--- src/rtl/semafor_pkg.sv ---
// Shared types and constants for the semafor traffic-light controller.
// Night blink state exists only when SEMAFOR_NIGHT_MODE_EN is defined.
package semafor_pkg;

    typedef enum logic [2:0] {
        AR_A   = 3'd0,
        MAIN_G = 3'd1,
        MAIN_Y = 3'd2,
        AR_B   = 3'd3,
        SIDE_G = 3'd4,
        SIDE_Y = 3'd5
`ifdef SEMAFOR_NIGHT_MODE_EN
        ,
        BLINK  = 3'd6
`endif
    } state_t;

    localparam logic [2:0] RED = 3'b100;
    localparam logic [2:0] YEL = 3'b010;
    localparam logic [2:0] GRN = 3'b001;
    localparam logic [2:0] OFF = 3'b000;

    localparam int CNT_W_DEF = 8;
    localparam int T_MG_DEF  = 10;
    localparam int T_Y_DEF   = 3;
    localparam int T_AR_DEF  = 1;
    localparam int T_SG_DEF  = 6;

    // Counter reload value: duration minus one, never below zero.
    function automatic int dur_m1(input int d);
        return (d < 1) ? 0 : d - 1;
    endfunction

endpackage

--- src/rtl/semafor_ctrl_phase_timer.sv ---
// Loadable down-counter measuring phase length in timebase ticks.
// done is high while the count sits at zero.
module phase_timer #(
    parameter int               CNT_W   = 8,
    parameter logic [CNT_W-1:0] RST_VAL = '0
) (
    input  logic             clk,
    input  logic             rst,
    input  logic             tick,
    input  logic             load,
    input  logic [CNT_W-1:0] load_val,
    output logic             done
);

    logic [CNT_W-1:0] cnt;

    always_ff @(posedge clk) begin
        if (rst) begin
            cnt <= RST_VAL;
        end else if (load) begin
            cnt <= load_val;
        end else if (tick && cnt != '0) begin
            cnt <= cnt - 1'b1;
        end
    end

    assign done = (cnt == '0);

endmodule

--- src/rtl/semafor_ctrl.sv ---
// Two-road traffic-light controller with pedestrian crossing (Moore FSM).
// Optional night blink mode: define SEMAFOR_NIGHT_MODE_EN.
module semafor_ctrl
    import semafor_pkg::*;
#(
    parameter int CNT_W = CNT_W_DEF,
    parameter int T_MG  = T_MG_DEF,
    parameter int T_Y   = T_Y_DEF,
    parameter int T_AR  = T_AR_DEF,
    parameter int T_SG  = T_SG_DEF
) (
    input  logic       clk,
    input  logic       rst,
    input  logic       tick,
    input  logic       car_side,
    input  logic       ped_req,
`ifdef SEMAFOR_NIGHT_MODE_EN
    input  logic       night,
`endif
    output logic [2:0] main_rgy,
    output logic [2:0] side_rgy,
    output logic       ped_walk,
    output logic       ped_ack,
    output logic [2:0] state_o
);

    localparam logic [CNT_W-1:0] LD_MG = CNT_W'(dur_m1(T_MG));
    localparam logic [CNT_W-1:0] LD_Y  = CNT_W'(dur_m1(T_Y));
    localparam logic [CNT_W-1:0] LD_AR = CNT_W'(dur_m1(T_AR));
    localparam logic [CNT_W-1:0] LD_SG = CNT_W'(dur_m1(T_SG));

    state_t           state;
    state_t           next;
    logic             ped_pend;
    logic             ack_q;
    logic             done;
    logic             timeout;
    logic             load;
    logic             enter_sg;
    logic             accept;
    logic [CNT_W-1:0] load_val;
`ifdef SEMAFOR_NIGHT_MODE_EN
    logic             blink;
`endif

    assign timeout = tick && done;

    always_comb begin
        next = state;
        case (state)
            AR_A: begin
`ifdef SEMAFOR_NIGHT_MODE_EN
                if (timeout) next = night ? BLINK : MAIN_G;
`else
                if (timeout) next = MAIN_G;
`endif
            end
            MAIN_G: begin
`ifdef SEMAFOR_NIGHT_MODE_EN
                if (tick && night) next = MAIN_Y;
                else
`endif
                if (timeout && (car_side || ped_pend)) next = MAIN_Y;
            end
            MAIN_Y: if (timeout) next = AR_B;
            AR_B:   if (timeout) next = SIDE_G;
            SIDE_G: if (timeout) next = SIDE_Y;
            SIDE_Y: if (timeout) next = AR_A;
`ifdef SEMAFOR_NIGHT_MODE_EN
            BLINK:  if (tick && !night) next = AR_A;
`endif
            default: next = AR_A;
        endcase
    end

    // Any state change, including recovery from an illegal code, reloads.
    assign load = (next != state);

    always_comb begin
        load_val = '0;
        case (next)
            AR_A:    load_val = LD_AR;
            MAIN_G:  load_val = LD_MG;
            MAIN_Y:  load_val = LD_Y;
            AR_B:    load_val = LD_AR;
            SIDE_G:  load_val = LD_SG;
            SIDE_Y:  load_val = LD_Y;
            default: load_val = '0;
        endcase
    end

    phase_timer #(
        .CNT_W   (CNT_W),
        .RST_VAL (LD_AR)
    ) u_timer (
        .clk      (clk),
        .rst      (rst),
        .tick     (tick),
        .load     (load),
        .load_val (load_val),
        .done     (done)
    );

    assign enter_sg = (next == SIDE_G) && (state != SIDE_G);

    always_comb begin
        accept = ped_req && !ped_pend && (state != SIDE_G) && !enter_sg;
`ifdef SEMAFOR_NIGHT_MODE_EN
        if (state == BLINK) accept = 1'b0;
`endif
    end

    always_ff @(posedge clk) begin
        if (rst) begin
            state    <= AR_A;
            ped_pend <= 1'b0;
            ack_q    <= 1'b0;
        end else begin
            state <= next;
            ack_q <= accept;
            if (enter_sg) begin
                ped_pend <= 1'b0;
            end else if (accept) begin
                ped_pend <= 1'b1;
            end
        end
    end

`ifdef SEMAFOR_NIGHT_MODE_EN
    // Yellow phase of the blink: on at entry, flips on every tick.
    always_ff @(posedge clk) begin
        if (rst || state != BLINK) begin
            blink <= 1'b1;
        end else if (tick) begin
            blink <= ~blink;
        end
    end
`endif

    always_comb begin
        main_rgy = OFF;
        side_rgy = OFF;
        ped_walk = 1'b0;
        case (state)
            MAIN_G: begin
                main_rgy = GRN;
                side_rgy = RED;
            end
            MAIN_Y: begin
                main_rgy = YEL;
                side_rgy = RED;
            end
            SIDE_G: begin
                main_rgy = RED;
                side_rgy = GRN;
                ped_walk = 1'b1;
            end
            SIDE_Y: begin
                main_rgy = RED;
                side_rgy = YEL;
            end
`ifdef SEMAFOR_NIGHT_MODE_EN
            BLINK: begin
                main_rgy = blink ? YEL : OFF;
                side_rgy = blink ? YEL : OFF;
            end
`endif
            default: begin
                main_rgy = RED;
                side_rgy = RED;
            end
        endcase
    end

    assign ped_ack = ack_q;
    assign state_o = state;

endmodule
--- config.mk ---
export PLATFORM = sky130hd
export DESIGN_NAME = semafor_ctrl
export DESIGN_NICKNAME = d
export VERILOG_FILES = /design/src/rtl/semafor_pkg.sv /design/src/rtl/semafor_ctrl_phase_timer.sv /design/src/rtl/semafor_ctrl.sv
export SDC_FILE = /design/constraint.sdc
export NUM_CORES = 1
export LEC_CHECK = 0
export ABC_CLOCK_PERIOD_IN_PS = 1900
export CAP_MARGIN = 40
export CORE_MARGIN = 1.5
export CORE_UTILIZATION = 45
export CTS_CLUSTER_DIAMETER = 30
export DETAILED_ROUTE_END_ITERATION = 10
export DONT_BUFFER_PORTS = 1
export GPL_TIMING_DRIVEN = 0
export PLACE_DENSITY = 0.68
export SYNTH_ARGS = -nofsm -noshare
export SYNTH_HDL_FRONTEND = slang
export SYNTH_SLANG_ARGS = --single-unit
--- constraint.sdc ---
create_clock -name clk -period 1.9 [get_ports clk]
set_input_delay 0.57 -clock clk [delete_from_list [all_inputs] [get_ports clk]]
set_output_delay 0.57 -clock clk [all_outputs]
set_load 0.005 [all_outputs]
==> impl_results.md <==
- Starting Density: between 40% and 50%
- Synth area leader: dfxtp_1
- RePlAce Congestion: 0.821
- Tcrit/Tclk final: 100%
- Sequential cell area fraction in the yosys report: 30.0%
- Hold_buf cts: 0
- FF+latch area: 267 um^2
- Share of cells above drive strength 1: 31.5%
- GRT busiest layer: met1
- CTS Sinks: 13
- Final number of hold-violating endpoints: 0
- Post-synthesis adder-cell area fraction: 2.88%
- Pins over their slew limit: 0
- Slew Limit Headroom: between 60% and 70%
- Routed len/inst: about 17 um
- Worst min path class: input pin to register
- Top cell type's share of synthesized area: ~30%
- M2 GR Usage: 32.6%
- Leak Pwr: between 0.4 and 0.5 nW
- Multi-input gate area: 618 um^2
- I/O pins: 16
- Critical Path Max Stage Delay: 0.53 ns
- Layout area overhead: 23.9%
- CP Launch Type: register
- Vias per cell: about 6.4
- Grt total ovfl: 0
- PortBufs: 0
- Primary FF master, synth: dfxtp_1
- Placed standard-cell area: 901 um^2
- Core area: 1760 um^2
- Area contributors post-synth: dfxtp_1, a211oi_1, a21oi_1
- Largest net degree at the start of global routing: 11
- Peak supply drop: 0.704 mV
- Clock buffer count from CTS: 3
- Post-synth EDFFs: 0
- Cell Area, Synth: 868 um^2
- Avg Inst Size Synth: 7.75 um^2
- Overall power: 1.48 mW
- CP endpoint kind: register
- Post-Syn Nets: 119
- Multiplexer area fraction after synthesis: 2.31%
- Post-Syn Instances: 112
- Die ar.: 2200 um^2
- DRC: 0
- RSZ-0062 raised after global routing: yes
- GR Layer Usage met3: around 4.6%
- Async S/R FF share, synth: 0%
- Initial antenna violation count: 0
- CP Data Required Time: 2.14 ns
- Post-Synth XOR/XNOR Area: 1.01%
- Worst-margin pin slew: 0.577 ns
- Final worst slack: -0.000657 ns
- Outcome: complete, but fails checks
- Pre-antenna DRT Iters: 4
- PwrDens: about 1400 nW/um^2
- Number of antenna diodes: 0
- Post-synthesis simple-gate area fraction: 32.7%
- Failing checks: setup timing
- Layout Cells excl Fill: approximately 150
- Crit Path Max Fanout: 4
- Setup violation total in the final timing report: 1
- Clock transition at the registers of the reported paths: 0.09 ns
- Total routed wirelength: 2460 um
- Std-Cell Rows: 15
- Ys Warns: 0
- CTS tree: built
- Crit path DAT: roughly 2.1 ns
- Die width: 46.9 um
- Antenna Nets Post-Route: 0
- Overall routing resource usage: 24.0%
- Root Buffer: clkbuf_4
- Setup CP Type: register to register
- Htree depth: 1
- Fillers: 169
- Post-DP HPWL: 1580 um
- Maximum clock rate: 0.526 GHz
- Largest family of logic cells by synthesized area: simple AND/OR/NAND/NOR gates
- Hold slack: 0.461 ns
- Maxcap violations: 0
- Vias post-DR: 959
- Final #Nets: 132
- Yosys cell types: 38
- Tmin final: approximately 1.9 ns
- Crit path cell chain: or4_4 -> or3_4 -> or4b_4 -> a21oi_2
- Top cells by count, synth: dfxtp_1, nor2_1, a21oi_1, nand2_1
- Clk_skew: about 0.0052 ns
- Most common cell in the netlist: dfxtp_1
- Compound-cell area share of the yosys netlist: approximately a quarter
- Met1 Track Usage GR: 36.1%
- Clk buf depth: 2
- Die H: 46.9 um
- Vias in the first global route: 757
- Worst-Skew Late Latency: approximately 0.29 ns
- Slowest cell on crit path: or4_4
- Post-route cell area: about 1100 um^2
- First-pass GRT wire length: 3680 um
- Placed cells: ~140
- First-iteration detailed-routing DRC count: 48
- Number of synthesized register bits: 13
==> logic make-up (layout without fill, tap and decap cells) <==
logic type      count (synthesis)  count (layout)
buf+inv                        13              25
flops                          13              13
xor+xnor                        1               1
fa+ha+maj                       2               2
mux                             2               2
simple gates                   49              49
compound gates                 32              32
==> registers in the layout, summed over array words and instances, names as in the netlist <==
signal       flops
state_o          3
ped_pend         1
u_timer.cnt      8
ped_ack          1
==> path summary, 6_finish.rpt <==
kind	from	to	slack (ns)	cells past startpoint
worst max-delay path	u_timer.cnt[0]	u_timer.cnt[7]	-0.0007	4
worst min-delay path	ped_req	ped_ack	0.46	2
worst max register to register	u_timer.cnt[0]	u_timer.cnt[7]	-0.0007	4
worst min register to register	u_timer.cnt[4]	u_timer.cnt[4]	0.53	2
==> repair_timing <==
action / in CTS / in global routing
endpoints found under the setup margin: 17 / 11
buffers inserted: 0 / 9
gates resized for setup: 16 / 14
pin swaps: 1 / 2
hold endpoints to repair: 0 / 0
==> layout make-up <==
class / count / area share [%]
clock buffer: 4 / 2.44
multi-input combinational: 86 / 57.4
timing repair buffer: 9 / 6.28
buffer: 7 / 4.42
inverter: 5 / 1.74
tap: 25 / 2.91
sequential: 13 / 24.8
==> per-layer routing <==
layer	part of all wire, %	wire length, um	vias to the layer above
li1	-	-	447
met1	45	1110	466
met2	47	1160	42
met3	5.8	143	4
met4	1.8	45	0
met5	0	0	-
==> placed cells by master, fill, tap and decap left out, types with 2 or more instances in the layout <==
master    synthesis  layout
nand2_1           9       8
mux2i_1           2       2
o31ai_1           3       2
clkbuf_2          0       3
ha_1              2       2
a21oi_1           9       8
o21ai_0           4       4
inv_1             5       4
nor3_1            4       4
buf_4             0      10
dfxtp_2           0       5
o32ai_1           2       2
a211oi_1          7       7
clkbuf_4          0       4
nand2b_1          4       4
nand3_1           2       2
nand4_1           2       2
dfxtp_1          13       8
or4_1             2       2
nor2_1           12      11
==> worst max-delay path: cells and delay by family, from the launching register on <==
| kind | cells | cell delay, ns |
|---|---|---|
| flops | 1 | 0.34 |
| simple gates | 3 | 1.38 |
| compound gates | 1 | 0.12 |
==> through the flow <==
stage	util [%]	setup TNS, ns	setup slack, ns
CTS	55.2	-0.00917	-0.00917
floorplan	-	0	0.0306
detailed placement	51.1	-1.20	-0.232
finish	61.0	-0.000657	-0.000657
global route	61.0	-0.0522	-0.0335
global placement	51.1	-0.890	-0.186
==> report_power, final <==
part | leakage (nW) | internal (mW) | total, mW | switching [mW]
Clock | 0.0150 | 0.0819 | 0.189 | 0.107
Sequential | 0.109 | 0.346 | 0.446 | 0.0998
Combinational | 0.314 | 0.420 | 0.845 | 0.425
Power figures use the tool's default switching activity.
